## config.mk

```make
export PLATFORM = sky130hd
export DESIGN_NAME = codel_drop_scheduler
export DESIGN_NICKNAME = d
export VERILOG_FILES = /design/src/rtl/codel_drop_scheduler.sv
export SDC_FILE = /design/constraint.sdc
export NUM_CORES = 1
export LEC_CHECK = 0
export CAP_MARGIN = 40
export CORE_UTILIZATION = 60
export DETAILED_ROUTE_END_ITERATION = 8
export GPL_TIMING_DRIVEN = 1
export PLACE_DENSITY = 0.8
export SETUP_SLACK_MARGIN = 0.1
export SYNTH_ARGS = -nofsm -noshare
export SYNTH_HDL_FRONTEND = slang
export SYNTH_SLANG_ARGS = --single-unit
```

## constraint.sdc

```tcl
create_clock -name clk -period 6.7 [get_ports clk]
set_input_delay 1.34 -clock clk [delete_from_list [all_inputs] [get_ports clk]]
set_output_delay 1.34 -clock clk [all_outputs]
set_load 0.01 [all_outputs]
```

## src/rtl/codel_drop_scheduler.sv

```systemverilog
// CoDel per-dequeue drop controller: a one-cycle decision, then a serial
// integer sqrt and restoring divide that produce the next drop time.
module codel_drop_scheduler #(
  parameter int TIME_W  = 32,
  parameter int COUNT_W = 16,
  parameter int MTU     = 1500
) (
  input  logic               clk,
  input  logic               rst_n,
  input  logic               i__req_valid,
  output logic               o__req_ready,
  input  logic [TIME_W-1:0]  i__now,
  input  logic [TIME_W-1:0]  i__sojourn,
  input  logic [31:0]        i__qbytes,
  input  logic [TIME_W-1:0]  i__interval,
  input  logic [TIME_W-1:0]  i__target,
  output logic               o__resp_valid,
  output logic               o__drop,
  output logic               o__dropping,
  output logic [COUNT_W-1:0] o__count
);
  localparam int HALF   = COUNT_W / 2;
  localparam int STEP_W = $clog2(TIME_W + 1);

  typedef enum logic [1:0] {IDLE, EVAL, SQRT, DIV} state_t;
  state_t r_state, w_nextState;

  logic [TIME_W-1:0]  r_now, r_sojourn, r_interval, r_target;
  logic [31:0]        r_qbytes;
  logic [TIME_W-1:0]  r_firstAbove, r_dropNext, r_base, r_quot;
  logic               r_dropping;
  logic [COUNT_W-1:0] r_count;
  logic [HALF-1:0]    r_root, r_sqBit, r_rem;
  logic [STEP_W-1:0]  r_step;

  logic               w_ok, w_drop, w_law, w_droppingNext, w_qBit;
  logic [TIME_W-1:0]  w_firstAboveNext, w_base, w_faDiff, w_dnDiff, w_quotNext;
  logic [COUNT_W-1:0] w_countNext, w_trialSq;
  logic [HALF-1:0]    w_trial, w_remNext;
  logic [HALF:0]      w_remShift, w_divisor;

  always_ff @(posedge clk or negedge rst_n) begin
    if (!rst_n) r_state <= IDLE;
    else        r_state <= w_nextState;
  end

  always_comb begin
    w_nextState = r_state;
    case (r_state)
      IDLE: if (i__req_valid) w_nextState = EVAL;
      EVAL: w_nextState = w_law ? SQRT : IDLE;
      SQRT: if (r_sqBit[0]) w_nextState = DIV;
      DIV:  if (r_step == STEP_W'(TIME_W - 1)) w_nextState = IDLE;
      default: w_nextState = IDLE;
    endcase
  end

  // Decision: time comparisons are signed differences so they survive wrap.
  always_comb begin
    w_firstAboveNext = r_firstAbove;
    w_ok             = 1'b0;
    w_drop           = 1'b0;
    w_law            = 1'b0;
    w_droppingNext   = r_dropping;
    w_countNext      = r_count;
    w_base           = r_dropNext;
    w_faDiff         = r_now - r_firstAbove;
    w_dnDiff         = r_now - r_dropNext;
    if (r_sojourn < r_target || r_qbytes <= 32'(MTU)) begin
      w_firstAboveNext = '0;
    end else if (r_firstAbove == '0) begin
      w_firstAboveNext = r_now + r_interval;
    end else begin
      w_ok = ~w_faDiff[TIME_W-1];
    end
    if (r_dropping) begin
      if (!w_ok) begin
        w_droppingNext = 1'b0;
      end else if (!w_dnDiff[TIME_W-1]) begin
        w_drop      = 1'b1;
        w_law       = 1'b1;
        w_countNext = (r_count == '1) ? r_count : r_count + COUNT_W'(1);
      end
    end else if (w_ok) begin
      w_drop         = 1'b1;
      w_law          = 1'b1;
      w_droppingNext = 1'b1;
      w_base         = r_now;
      // Re-entering soon after the last episode resumes near the old rate.
      if (r_count > COUNT_W'(2) && w_dnDiff < (r_interval << 4))
        w_countNext = r_count - COUNT_W'(2);
      else
        w_countNext = COUNT_W'(1);
    end
  end

  always_comb begin
    w_trial    = r_root | r_sqBit;
    w_trialSq  = COUNT_W'(w_trial) * COUNT_W'(w_trial);
    w_remShift = {r_rem, r_quot[TIME_W-1]};
    w_divisor  = {1'b0, r_root};
    w_qBit     = (w_remShift >= w_divisor);
    w_remNext  = w_qBit ? HALF'(w_remShift - w_divisor) : w_remShift[HALF-1:0];
    w_quotNext = {r_quot[TIME_W-2:0], w_qBit};
  end

  always_ff @(posedge clk or negedge rst_n) begin
    if (!rst_n) begin
      r_now <= '0; r_sojourn <= '0; r_interval <= '0; r_target <= '0;
      r_qbytes <= '0; r_firstAbove <= '0; r_dropNext <= '0; r_base <= '0;
      r_quot <= '0; r_dropping <= 1'b0; r_count <= '0; r_root <= '0;
      r_sqBit <= '0; r_rem <= '0; r_step <= '0;
    end else begin
      case (r_state)
        IDLE: if (i__req_valid) begin
          r_now      <= i__now;
          r_sojourn  <= i__sojourn;
          r_qbytes   <= i__qbytes;
          r_interval <= i__interval;
          r_target   <= i__target;
        end
        EVAL: begin
          r_firstAbove <= w_firstAboveNext;
          r_dropping   <= w_droppingNext;
          r_count      <= w_countNext;
          r_base       <= w_base;
          r_root       <= '0;
          r_sqBit      <= {1'b1, {(HALF-1){1'b0}}};
          r_quot       <= r_interval;
          r_rem        <= '0;
          r_step       <= '0;
        end
        SQRT: begin
          if (w_trialSq <= r_count) r_root <= w_trial;
          r_sqBit <= r_sqBit >> 1;
        end
        DIV: begin
          r_rem  <= w_remNext;
          r_quot <= w_quotNext;
          r_step <= r_step + STEP_W'(1);
          if (r_step == STEP_W'(TIME_W - 1)) r_dropNext <= r_base + w_quotNext;
        end
        default: ;
      endcase
    end
  end

  always_comb begin
    o__req_ready  = (r_state == IDLE);
    o__resp_valid = (r_state == EVAL);
    o__drop       = (r_state == EVAL) && w_drop;
    o__dropping   = r_dropping;
    o__count      = r_count;
  end
endmodule
```

==> run_summary.xml <==
<?xml version="1.0" encoding="UTF-8"?>
<metrics>
  <group name="final_layout">
    <metric name="fin_nets" unit="">2957</metric>
    <metric name="postLayoutCoreUtil" unit="">0.7197</metric>
    <metric name="share_of_post_route_cells_with_drive_strength_above_1" unit="">0.1105</metric>
    <metric name="layout_commonest_cell" unit="">sky130_fd_sc_hd__dfrtp_1</metric>
    <metric name="most-common-layout-cells" unit="">sky130_fd_sc_hd__dfrtp_1, sky130_fd_sc_hd__ha_1, sky130_fd_sc_hd__inv_1, sky130_fd_sc_hd__clkdlybuf4s50_1, sky130_fd_sc_hd__o21ai_0</metric>
    <metric name="layout_area_growth_over_synthesis" unit="%">17.11</metric>
    <metric name="fill_cells" unit="">2701</metric>
  </group>
  <group name="job">
    <metric name="maxCapViolations" unit="">0</metric>
  </group>
  <group name="worst_setup_path">
    <metric name="critical_path.max_stage_delay" unit="ns">0.53</metric>
    <metric name="timing.reg2reg.worst_path_depth" unit="">30</metric>
    <metric name="critical_path.max_fanout" unit="">7</metric>
    <metric name="crit_path_end_kind" unit="">flop</metric>
    <metric name="required_time_reported_for_the_critical_path_endpoint" unit="ns">7.19</metric>
    <metric name="worst-endpoint-arrival" unit="ns">6.68</metric>
    <metric name="category_of_cells_accounting_for_the_largest_share_of_critical_path_delay" unit="">adder cells</metric>
    <metric name="crit_slowest_cell" unit="">sky130_fd_sc_hd__fa_1</metric>
    <metric name="worst_r2r_setup_slack" unit="ns">0.50</metric>
    <metric name="cpMostUsedCell" unit="">sky130_fd_sc_hd__inv_1</metric>
    <metric name="critical_path_buf_inv_count" unit="">5</metric>
    <metric name="regToRegStartpoint" unit="">r_root[3]</metric>
    <metric name="r2r-end" unit="">r_root[3]</metric>
    <metric name="worstSetupPathType" unit="">reg2reg</metric>
    <metric name="startpoint_type" unit="">flop</metric>
  </group>
  <group name="sta">
    <metric name="rsz0062_at_grt" unit="">no</metric>
    <metric name="final.setup.tns" unit="ns">0</metric>
    <metric name="achievable-frequency" unit="MHz">161.3</metric>
    <metric name="final-max-slew-violation-count" unit="">0</metric>
    <metric name="setup-violations-final" unit="">0</metric>
    <metric name="final_worst_path_cycle_share" unit="">0.9252</metric>
    <metric name="timing_hold_violations_final" unit="">0</metric>
    <metric name="tightestPinTransition" unit="ns">0.8948</metric>
    <metric name="final.setup_skew" unit="ns">0.01817</metric>
    <metric name="max_slew_margin" unit="">0.3989</metric>
    <metric name="finalWorstPathRequiredPeriod" unit="ns">6.199</metric>
  </group>
  <group name="run_status">
    <metric name="status" unit="">finished clean</metric>
  </group>
  <group name="detailed_routing">
    <metric name="post_drt_wl_per_cell" unit="um">18.42</metric>
    <metric name="drtPass1Iterations" unit="">6</metric>
    <metric name="detailedRoute.firstIterationViolations" unit="">1176</metric>
    <metric name="num_vias" unit="">18060</metric>
    <metric name="drcViolationCount" unit="">0</metric>
    <metric name="route.final.wire_length" unit="mm">56.31</metric>
    <metric name="number_of_vias_per_cell_after_detailed_routing" unit="">5.908</metric>
    <metric name="number_of_nets_with_antenna_violations_after_detailed_routing" unit="">0</metric>
  </group>
  <group name="hold_path">
    <metric name="holdPathStages" unit="">1</metric>
    <metric name="min_from" unit="">r_target[28]</metric>
    <metric name="holdCritPathClass" unit="">reg2reg</metric>
    <metric name="hold-path-endpoint" unit="">r_target[28]</metric>
  </group>
  <group name="pwr">
    <metric name="power.share.switching" unit="">0.4377</metric>
    <metric name="switchingPower" unit="mW">6.150</metric>
    <metric name="internal_power" unit="mW">7.902</metric>
    <metric name="power_density" unit="mW/mm^2">529.5</metric>
    <metric name="power.sequential.fraction" unit="">0.268</metric>
    <metric name="pwr-share-comb" unit="">0.570</metric>
    <metric name="clkPwrFrac" unit="">0.162</metric>
    <metric name="ir_drop" unit="V">0.0002669</metric>
    <metric name="cellLeakagePower" unit="nW">12.23</metric>
  </group>
  <group name="grt">
    <metric name="grt_first_pass_wirelength" unit="mm">92.45</metric>
    <metric name="grt_overflow_total" unit="">0</metric>
    <metric name="grt_pass1_vias" unit="">18560</metric>
    <metric name="grt_max_degree" unit="">135</metric>
    <metric name="initial_antenna_violation_count" unit="">1</metric>
    <metric name="global_route.usage.total" unit="">0.2977</metric>
  </group>
  <group name="clock_network">
    <metric name="cts_max_level" unit="">2</metric>
    <metric name="clock-sinks" unit="">337</metric>
    <metric name="cts_inserted_buffers" unit="">39</metric>
    <metric name="clockRootBuffer" unit="">sky130_fd_sc_hd__clkbuf_16</metric>
    <metric name="cts.clk_slew.worst_paths" unit="ns">0.06</metric>
    <metric name="cts_stage_hold_buffer_count" unit="">0</metric>
    <metric name="ctsLongestPathBuffers" unit="">3</metric>
    <metric name="cts_setup_buffers" unit="">0</metric>
    <metric name="ctsResizeCount" unit="">0</metric>
    <metric name="tritoncts" unit="">built</metric>
    <metric name="clk_latency_worst_skew_pair" unit="ns">0.57</metric>
  </group>
  <group name="place">
    <metric name="dp.final_hpwl" unit="mm">42.04</metric>
    <metric name="place.gp.congestion" unit="">0.9176</metric>
    <metric name="placement.io_buffers" unit="">182</metric>
  </group>
  <group name="floorplan">
    <metric name="num_rows" unit="">70</metric>
    <metric name="dieHeight" unit="um">196.3</metric>
    <metric name="die_width" unit="um">196.3</metric>
    <metric name="die-area" unit="mm^2">0.03855</metric>
    <metric name="ioPinCount" unit="">183</metric>
    <metric name="core_area" unit="mm^2">0.03687</metric>
    <metric name="starting_density" unit="">0.6146</metric>
  </group>
  <group name="yosys">
    <metric name="synthDominantCellAreaShare" unit="">0.3721</metric>
    <metric name="number_of_distinct_standard_cells_referenced_by_the_synthesized_netlist" unit="">77</metric>
    <metric name="syn-num-nets" unit="">2780</metric>
    <metric name="netlist_top_cells_area" unit="">sky130_fd_sc_hd__dfrtp_1, sky130_fd_sc_hd__ha_1, sky130_fd_sc_hd__mux2_2</metric>
    <metric name="syn_area_per_cell" unit="um^2">9.647</metric>
    <metric name="postSynthCellCount" unit="">2349</metric>
    <metric name="post_synth_instance_area" unit="mm^2">0.02266</metric>
    <metric name="yosysSeqAreaShare" unit="">0.3721</metric>
    <metric name="ys_warn_count" unit="">0</metric>
    <metric name="ys.flop_type" unit="">sky130_fd_sc_hd__dfrtp_1</metric>
    <metric name="synth_edf_count" unit="">0</metric>
    <metric name="postSynthRegisterBits" unit="">337</metric>
    <metric name="postSynth.asyncResetShare" unit="">1.000</metric>
    <metric name="netlist.top_cell.by_area" unit="">sky130_fd_sc_hd__dfrtp_1</metric>
  </group>
</metrics>
[synthesized netlist by cell type (all sizes together), types with 8 or more instances]
cell	number
o31ai	14
a21oi	153
and3	14
mux2	168
a21o	59
nand3	41
nor3	38
a211oi	20
nand2	171
nor4	15
nor2	154
and2	8
o21a	24
mux2i	66
a31oi	19
nand4	37
nand2b	19
dfrtp	337
fa	28
inv	233
o21bai	8
o21ai	177
a22o	15
ha	240
nor2b	15
xor2	35
xnor2	63
o211ai	9
buf	12
clkbuf	56
[layer usage]
metal  routed length, um  GRT usage  part of all wire  up-vias
met5                   0          0                 0        -
met1               24350     0.3845              0.43     8745
li1                    -          -                 -     8692
met3                3620    0.05681             0.064      113
met4                1685     0.1128             0.030        0
met2               26650     0.4962              0.47      510
[kinds of logic after synthesis]
family | synth area share
adder cells (fa/ha/maj) | 0.1572
buffers and inverters | 0.05063
AND/OR/NAND/NOR | 0.1101
AO/OA/AOI/OAI | 0.1593
multiplexers | 0.1126
flip-flops | 0.3721
XOR/XNOR | 0.03788
[worst max-delay path by stage]
stage / startpoint / end / slack [ns] / cells after the start
after CTS: r_root[3] / r_root[3] / 0.30 / 30
after global routing: r_root[3] / r_root[4] / 0.11 / 30
after global placement: r_root[3] / r_root[5] / 0.58 / 30
final: r_root[3] / r_root[3] / 0.50 / 30
after floorplan: r_root[5] / r_root[1] / 0.95 / 26
after detailed placement: r_root[3] / r_root[3] / 0.34 / 30
[registers in the layout, indices dropped and copies added, names as in the netlist, named ones only]
| register | cells |
|---|---|
| r_target | 32 |
| r_now | 32 |
| o__dropping | 1 |
| o__count | 16 |
| r_quot | 32 |
| r_sojourn | 32 |
| r_qbytes | 32 |
| r_state | 1 |
| r_step | 6 |
| r_root | 8 |
| r_sqBit | 8 |
| r_firstAbove | 32 |
| r_dropNext | 32 |
| r_interval | 32 |
| r_base | 32 |
| r_rem | 8 |
[power by group through the flow]
stage / sequential [mW] / combinational, mW / clock, mW
3_3_place_gp: 3.75 / 7.55 / 0
6_report: 3.77 / 8.00 / 2.28
4_1_cts: 3.75 / 7.95 / 2.32
3_5_place_dp: 3.77 / 7.86 / 0
2_1_floorplan: 3.40 / 6.05 / 0
5_1_grt: 3.86 / 8.89 / 2.39
[worst reg2reg max path: cells and delay by family, from the launching register on]
kind / cells / cell delay [ns]
adders and majority gates: 6 / 2.28
DFF: 1 / 0.37
buffers and inverters: 5 / 0.45
and+or+nand+nor: 7 / 1.19
xor gates and xnor gates: 1 / 0.16
AOI/OAI and AO/OA: 11 / 1.67
[layout make-up]
| class | count | area [um^2] | share of cell area |
|---|---|---|---|
| sequential | 337 | 8433 | 0.3178 |
| timing repair buffer | 204 | 2090 | 0.07873 |
| antenna | 1 | 2.502 | 0.00009429 |
| multi-input combinational | 1710 | 13140 | 0.4950 |
| clock inverter | 12 | 230.2 | 0.008675 |
| tap | 504 | 630.6 | 0.02376 |
| clock buffer | 55 | 1137 | 0.04286 |
| inverter | 234 | 878.3 | 0.03310 |
[metrics by stage]
stage | cells | hold WS (ns) | worst slack [ns] | total power, mW | cell area [um^2]
2_1_floorplan | 2349 | 0.4701 | 0.9532 | 9.447 | 22660
3_3_place_gp | 2984 | 0.4816 | 0.5790 | 11.30 | 25040
3_5_place_dp | 2989 | 0.4930 | 0.3405 | 11.63 | 25150
4_1_cts | 3056 | 0.5059 | 0.3032 | 14.02 | 26520
5_1_grt | 3056 | 0.5155 | 0.1124 | 15.14 | 26540
6_report | 3057 | 0.5021 | 0.5014 | 14.05 | 26540
No activity file was read; power rests on OpenSTA's default activity.
